**config.mk**
```make
export PLATFORM = sky130hd
export DESIGN_NAME = instr_encoder
export DESIGN_NICKNAME = d
export VERILOG_FILES = /design/src/rtl/cpu_isa_pkg.sv /design/src/rtl/instr_field_pack.sv /design/src/rtl/instr_encoder.sv
export SDC_FILE = /design/constraint.sdc
export NUM_CORES = 1
export LEC_CHECK = 0
export ABC_AREA = 0
export CAP_MARGIN = 20
export CELL_PAD_IN_SITES_DETAIL_PLACEMENT = 1
export CELL_PAD_IN_SITES_GLOBAL_PLACEMENT = 2
export CORE_MARGIN = 8
export CORE_UTILIZATION = 29
export CTS_BUF_LIST = sky130_fd_sc_hd__clkbuf_4
export DETAILED_ROUTE_END_ITERATION = 6
export PLACE_DENSITY = 0.9
export SYNTH_ARGS = -nofsm -noshare
export SYNTH_HDL_FRONTEND = slang
export SYNTH_SLANG_ARGS = --single-unit
```
**constraint.sdc**
```tcl
create_clock -name clk -period 3 [get_ports clk]
set_clock_uncertainty 0.1 [all_clocks]
set_input_delay 0.6 -clock clk [delete_from_list [all_inputs] [get_ports clk]]
set_output_delay 0.6 -clock clk [all_outputs]
set_load 0.02 [all_outputs]
```
**src/rtl/cpu_isa_pkg.sv**
```systemverilog
// Shared ISA definitions: opcodes, instruction formats, field positions,
// immediate limits and the encoder state encoding.
package cpu_isa_pkg;

  typedef enum logic [3:0] {
    OP_JAL  = 4'b0000,
    OP_JALR = 4'b0001,
    OP_BEQ  = 4'b0010,
    OP_BLE  = 4'b0011,
    OP_LB   = 4'b0100,
    OP_LW   = 4'b0101,
    OP_SB   = 4'b0110,
    OP_SW   = 4'b0111,
    OP_ADD  = 4'b1000,
    OP_SUB  = 4'b1001,
    OP_AND  = 4'b1010,
    OP_OR   = 4'b1011,
    OP_ADDI = 4'b1100,
    OP_SUBI = 4'b1101,
    OP_LUI  = 4'b1110,
    OP_ILL  = 4'b1111
  } opcode_e;

  typedef enum logic [2:0] {
    FMT_R,
    FMT_I,
    FMT_S,
    FMT_B,
    FMT_J,
    FMT_U,
    FMT_X
  } fmt_e;

  typedef enum logic [1:0] {
    ST_IDLE  = 2'd0,
    ST_WR_LO = 2'd1,
    ST_WR_HI = 2'd2
  } enc_state_e;

  // Field positions within the 16-bit word: A = [11:9], B = [8:6], C = [5:3].
  localparam int OP_MSB = 15;
  localparam int OP_LSB = 12;
  localparam int FA_MSB = 11;
  localparam int FA_LSB = 9;
  localparam int FB_MSB = 8;
  localparam int FB_LSB = 6;
  localparam int FC_MSB = 5;
  localparam int FC_LSB = 3;
  localparam int IMM6_MSB = 5;
  localparam int IMM9_MSB = 8;
  localparam int IMM8_MSB = 7;

  localparam int IMM6_MIN = -32;
  localparam int IMM6_MAX = 31;
  localparam int IMM9_MIN = -256;
  localparam int IMM9_MAX = 255;
  localparam int LUI_MAX  = 255;

  function automatic fmt_e op_format(input opcode_e op);
    case (op)
      OP_ADD, OP_SUB, OP_AND, OP_OR:             return FMT_R;
      OP_ADDI, OP_SUBI, OP_LB, OP_LW, OP_JALR:   return FMT_I;
      OP_SB, OP_SW:                              return FMT_S;
      OP_BEQ, OP_BLE:                            return FMT_B;
      OP_JAL:                                    return FMT_J;
      OP_LUI:                                    return FMT_U;
      default:                                   return FMT_X;
    endcase
  endfunction

  // Signed range test of a two's-complement 16-bit immediate.
  function automatic logic imm_fits(input logic [15:0] imm, input int lo, input int hi);
    int v;
    v = int'($signed(imm));
    return (v >= lo) && (v <= hi);
  endfunction

endpackage

```
**src/rtl/instr_field_pack.sv**
```systemverilog
// Combinational packer: builds the 16-bit instruction word from its fields
// and flags illegal opcodes or out-of-range immediates.
module instr_field_pack
  import cpu_isa_pkg::*;
(
  input  logic [3:0]  op,
  input  logic [2:0]  rd,
  input  logic [2:0]  rs1,
  input  logic [2:0]  rs2,
  input  logic [15:0] imm,
  output logic [15:0] word,
  output logic        legal
);

  // NOTE: every output gets a default first so no path through the case can infer a latch.
  always_comb begin
    word               = '0;
    legal              = 1'b0;
    word[OP_MSB:OP_LSB] = op;
    case (op_format(opcode_e'(op)))
      FMT_R: begin
        word[FA_MSB:FA_LSB] = rd;
        word[FB_MSB:FB_LSB] = rs1;
        word[FC_MSB:FC_LSB] = rs2;
        legal               = 1'b1;
      end
      FMT_I: begin
        word[FA_MSB:FA_LSB] = rd;
        word[FB_MSB:FB_LSB] = rs1;
        word[IMM6_MSB:0]    = imm[IMM6_MSB:0];
        legal               = imm_fits(imm, IMM6_MIN, IMM6_MAX);
      end
      FMT_S: begin
        word[FA_MSB:FA_LSB] = rs2;
        word[FB_MSB:FB_LSB] = rs1;
        word[IMM6_MSB:0]    = imm[IMM6_MSB:0];
        legal               = imm_fits(imm, IMM6_MIN, IMM6_MAX);
      end
      FMT_B: begin
        word[FA_MSB:FA_LSB] = rs1;
        word[FB_MSB:FB_LSB] = rs2;
        word[IMM6_MSB:0]    = imm[IMM6_MSB:0];
        legal               = imm_fits(imm, IMM6_MIN, IMM6_MAX);
      end
      FMT_J: begin
        word[FA_MSB:FA_LSB] = rd;
        word[IMM9_MSB:0]    = imm[IMM9_MSB:0];
        legal               = imm_fits(imm, IMM9_MIN, IMM9_MAX);
      end
      FMT_U: begin
        // lui immediate is unsigned: anything with upper bits set is out of range.
        word[FA_MSB:FA_LSB] = rd;
        word[IMM8_MSB:0]    = imm[IMM8_MSB:0];
        legal               = (int'(imm) <= LUI_MAX);
      end
      default: begin
        legal = 1'b0;
      end
    endcase
  end

endmodule

```
**src/rtl/instr_encoder.sv**
```systemverilog
// Instruction encoder: accepts instruction fields, packs them and writes the
// 16-bit word little-endian into byte-wide instruction memory over two cycles.
module instr_encoder
  import cpu_isa_pkg::*;
(
  input  logic        clk,
  input  logic        rst,
  input  logic        base_load,
  input  logic [15:0] base_addr,
  input  logic        in_valid,
  output logic        in_ready,
  input  logic [3:0]  op,
  input  logic [2:0]  rd,
  input  logic [2:0]  rs1,
  input  logic [2:0]  rs2,
  input  logic [15:0] imm,
  output logic        mem_we,
  output logic [15:0] mem_addr,
  output logic [7:0]  mem_wdata,
  output logic [15:0] instr_cnt,
  output logic        err,
  output logic [3:0]  err_op,
  input  logic        err_clr,
  output logic        wrap
);

  enc_state_e  r_state;
  enc_state_e  w_next_state;
  logic [15:0] r_word;
  logic        r_legal;
  logic [15:0] r_wr_ptr;
  logic [15:0] r_instr_cnt;
  logic        r_err;
  logic [3:0]  r_err_op;
  logic        r_wrap;

  logic [15:0] w_word;
  logic        w_legal;
  logic        w_accept;
  logic        w_idle;
  logic        w_wr_done;
  logic [15:0] w_ptr_next;
  logic        w_ptr_carry;

  instr_field_pack u_pack (
    .op    (op),
    .rd    (rd),
    .rs1   (rs1),
    .rs2   (rs2),
    .imm   (imm),
    .word  (w_word),
    .legal (w_legal)
  );

  assign w_idle    = (r_state == ST_IDLE);
  assign in_ready  = w_idle && !base_load;
  assign w_accept  = in_valid && in_ready;
  assign w_wr_done = (r_state == ST_WR_HI);
  assign {w_ptr_carry, w_ptr_next} = {1'b0, r_wr_ptr} + 17'd2;

  // NOTE: sequential state uses non-blocking assignments and an async reset in the sensitivity list.
  always_ff @(posedge clk or posedge rst) begin
    if (rst) r_state <= ST_IDLE;
    else     r_state <= w_next_state;
  end

  always_comb begin
    w_next_state = r_state;
    case (r_state)
      ST_IDLE:  if (w_accept && w_legal) w_next_state = ST_WR_LO;
      ST_WR_LO: w_next_state = ST_WR_HI;
      ST_WR_HI: w_next_state = ST_IDLE;
      default:  w_next_state = ST_IDLE;
    endcase
  end

  // Memory port is a pure function of state so reset silences it immediately.
  always_comb begin
    mem_we    = 1'b0;
    mem_addr  = '0;
    mem_wdata = '0;
    case (r_state)
      ST_WR_LO: if (r_legal) begin
        mem_we    = 1'b1;
        mem_addr  = r_wr_ptr;
        mem_wdata = r_word[7:0];
      end
      ST_WR_HI: if (r_legal) begin
        mem_we    = 1'b1;
        mem_addr  = r_wr_ptr + 16'd1;
        mem_wdata = r_word[15:8];
      end
      default: ;
    endcase
  end

  always_ff @(posedge clk or posedge rst) begin
    if (rst) begin
      r_word      <= '0;
      r_legal     <= 1'b0;
      r_wr_ptr    <= '0;
      r_instr_cnt <= '0;
      r_wrap      <= 1'b0;
    end else begin
      if (w_accept) begin
        r_word  <= w_word;
        r_legal <= w_legal;
      end
      if (w_idle && base_load) begin
        r_wr_ptr <= base_addr;
        r_wrap   <= 1'b0;
      end else if (w_wr_done) begin
        r_wr_ptr    <= w_ptr_next;
        r_instr_cnt <= r_instr_cnt + 16'd1;
        if (w_ptr_carry) r_wrap <= 1'b1;
      end
    end
  end

  // A new rejection outranks err_clr; err_op follows it if err was clear or being cleared.
  always_ff @(posedge clk or posedge rst) begin
    if (rst) begin
      r_err    <= 1'b0;
      r_err_op <= '0;
    end else if (w_accept && !w_legal) begin
      r_err <= 1'b1;
      if (!r_err || err_clr) r_err_op <= op;
    end else if (err_clr) begin
      r_err <= 1'b0;
    end
  end

  assign instr_cnt = r_instr_cnt;
  assign err       = r_err;
  assign err_op    = r_err_op;
  assign wrap      = r_wrap;

endmodule

```
==> results by group <==
Clock tree
  – Postcts setup bufs: 0
  – CTS Sinks: 57
  – H-tree Lvls: 3
  – CTS tree: yes
  – CTS clock-pin slew for the worst setup and hold paths: 0.12 ns
  – Total CTS buffers: 9
  – CTS root buf: clkbuf_4
  – Clock Tree Buf Depth: 2
  – Clk_lat worst skew: 0.40 ns

Die
  – Core box area: 11,470 um^2
  – Chip Width: 124.6 um
  – Die footprint: 15,520 um^2
  – Die H: 124.6 um
  – Row Count: 39
  – IO Count: 98
  – Initial core utilization: 29.82%

Logic synthesis
  – Synth Area in Adders: 2.561%
  – Synth Area in Simple Gates: 19.98%
  – Mapped Avg Cell Area: 8.905 um^2
  – Number of synthesized flops with an enable pin: 0
  – Yosys reg bits: 57
  – Post-synth top area share: 41.71%
  – Synth Area in Compound Gates: 17.67%
  – Syn Inst Count: 384
  – Synth top area cells: dfrtp_1 (42%), nand2_1 (6.7%), xnor2_1 (5.6%), o21ai_0 (5.6%), a22oi_1 (5.3%)
  – Top-count cell post-synth: nand2_1
  – Most used DFF post-synth: dfrtp_1
  – Post-synthesis mux area share: 4.976%
  – Synth top cells by count: nand2_1 (61), dfrtp_1 (57), o21ai_0 (38)
  – Sequential-to-total area share from yosys stat: 41.71%
  – Largest family of logic cells by synthesized area: simple AND/OR/NAND/NOR gates
  – Synth Area in XOR/XNOR: 9.477%
  – Async S/R FF share, synth: 100.0%
  – Yosys top cell by area: dfrtp_1
  – Syn Nets: 441
  – Synth warnings: 0
  – Distinct cells, synth: 47
  – Post-synthesis instance area: 3420 um^2

Placed design
  – Number of port buffers: 97
  – Post-DP HPWL: 8656 um
  – RD Place Congestion: 0.8190
  – Placed instance area: 4688 um^2

Detailed routing
  – Final ANT Viol Nets: 0
  – DRT Wirelength: 11,030 um
  – Iter 0 DRT Violations: 149
  – Vias: 3,312
  – Wire length per cell: 17.11 um
  – Detailed Routing Iterations Pass 1: 4
  – Vias per cell: 5.135
  – Drt drc: 0

Global routing
  – GRT met3 Usage: 4.170%
  – Met1 Track Usage GR: 16.21%
  – Largest net degree at the start of global routing: 31
  – Vias in the first global route: 3,626
  – GR Util All Layers: 14.02%
  – Met2 Use GR: 24.34%
  – Gr ovfl total: 0
  – Most Crowded Layer GR: met2
  – First-pass GRT wire length: 18,240 um
  – Initial antenna violation count: 1

Final layout
  – Sequential cell area: 1426 um^2
  – Area delta synth->final: 39.15%
  – Share of post-route cells with drive strength above 1: 14.77%
  – Area of the multi-input gates: 1884 um^2
  – Final nets: 553
  – Filler instances: 1,368
  – Final Cell Area: 4758 um^2

Setup path
  – Critical Path Source: r_wr_ptr[1]
  – Reg-to-Reg Start: r_state[0]
  – Worst path depth: 9
  – CP required: 2.30 ns
  – CP delay by family, top: buffers and inverters
  – Max FO, Critical Path: 4
  – R2R cell count: 9
  – CP Capture Type: output pin
  – Delay of the slowest cell on the worst path: 0.37 ns
  – CP cell instances: buf_4 > ha_1 > nand3_1 > buf_4 > nor2_1 > xor2_1 > a22oi_1 > nor2_1 > clkdlybuf4s15_1
  – Critical setup path kind: reg2out
  – CP arrival: 2.16 ns
  – Startpoint Class: flop
  – R2R Setup Slk: 0.71 ns
  – Max stage delay cell, worst path: dfrtp_1
  – WP buf/inv: 3

Min path
  – Min-Delay Path Depth: 1
  – Hold Path Origin: instr_cnt[15]
  – HP Class: reg2reg

Power
  – Pwr/cell area: 728.7 nW/um^2
  – Static leakage: 2.032 nW
  – VDD IR max: 0.2854 mV

Timing
  – Worst slew pin tran: 0.6117 ns
  – Tcrit/Tclk final: 95.50%
  – Slew headroom: 59.16%
  – Final setup fails: 0
  – Max-slew violations: 0
  – Setup TNS: 0 ns
  – Fin crit period: 2.865 ns
  – FMAX: 0.3490 GHz
  – RSZ-0062 raised after global routing: yes
  – Fin. Hold Viols: 0

Outcome
  – Status: completed

Flow run
  – Max-cap violations: 0
-- where the power goes --
| group | internal, mW | leakage [nW] | switching, mW |
|---|---|---|---|
| sequential | 1.06 | 0.726 | 0.272 |
| combinational | 0.775 | 1.25 | 0.881 |
| clock | 0.168 | 0.0597 | 0.314 |
| total | 2.00 | 2.03 | 1.47 |
-- path summary, 6_finish.rpt --
path | endpoint
min in group asynchronous | r_word[9]
worst min-delay path | instr_cnt[15]
max in group asynchronous | instr_cnt[9]
worst max-delay path | mem_addr[6]
worst min register to register | instr_cnt[15]
worst max register to register | r_wr_ptr[14]
-- cell type report --
class	instances	share of cell area, %
diodes	1	0.05259
clock buffers	9	1.420
flip-flops and latches	57	29.98
inverters	9	0.7363
well taps	143	3.760
multi-input cells	296	39.60
repair buffers	123	23.48
clock inverters	7	0.9729
-- kinds of logic (layout without fill, tap and decap cells) --
group           count (synthesis)  in the layout
flops                          57             57
compound gates                 94             94
mux                            14             14
xor+xnor                       37             37
other cells                     0              1
fa+ha+maj                       7              7
simple gates                  144            144
buf+inv                        31            148
-- worst register-to-register path, delay by kind of cell, from the launching register on --
family / cells / cell delay, ns
xor+xnor: 1 / 0.18
buf+inv: 2 / 0.39
compound gates: 1 / 0.14
fa+ha+maj: 1 / 0.23
flops: 1 / 0.41
simple gates: 4 / 0.78
-- registers in the layout, indices dropped and copies added (netlist names) --
| register | cells |
|---|---|
| instr_cnt | 16 |
| r_word | 16 |
| r_wr_ptr | 16 |
| err_op | 4 |
| r_state | 2 |
| err | 1 |
| r_legal | 1 |
| wrap | 1 |
-- cells in the final DEF, fill, tap and decap left out, drive strengths merged, types with 3 or more instances in the layout --
cell type	synthesis	final
nor2b	3	3
a31oi	3	3
nor4	3	3
clkbuf	18	11
and2	5	5
xnor2	22	22
and4	4	4
dlygate4sd2	0	15
o21ai	38	38
clkinv	1	5
buf	4	33
nor2	28	28
a21oi	10	10
inv	8	9
nand2	61	61
ha	7	7
a22oi	24	24
nand3	11	11
dfrtp	57	57
and3	11	11
clkdlybuf4s50	0	72
xor2	15	15
nand4	10	10
mux2	12	12
a21boi	5	5
-- repair_timing --
item	in CTS	in global routing
resized for setup	50	15
hold buffers	0	0
pin swaps	0	1
endpoints found under the setup margin	25	9
-- per-layer routing --
layer | part of all wire, % | wire, um
met5 | 0 | 0
met2 | 50 | 5504
met3 | 4.9 | 541
met4 | 1.3 | 144
met1 | 44 | 4843
-- per-stage QoR --
step                worst slack [ns]  hold WS [ns]  instances  utilization (%)  power [mW]
floorplan                     0.3108        0.3502        384                -       2.306
global placement             0.07847        0.3610        628            40.88       2.959
detailed placement           0.07786        0.3679        628            40.88       3.039
CTS                      0.000003775        0.3896        644            41.73       3.519
global route                -0.03043        0.3934        645            41.49       3.733
finish                        0.1350        0.3835        645            41.49       3.467
No activity file was read; power rests on OpenSTA's default activity.
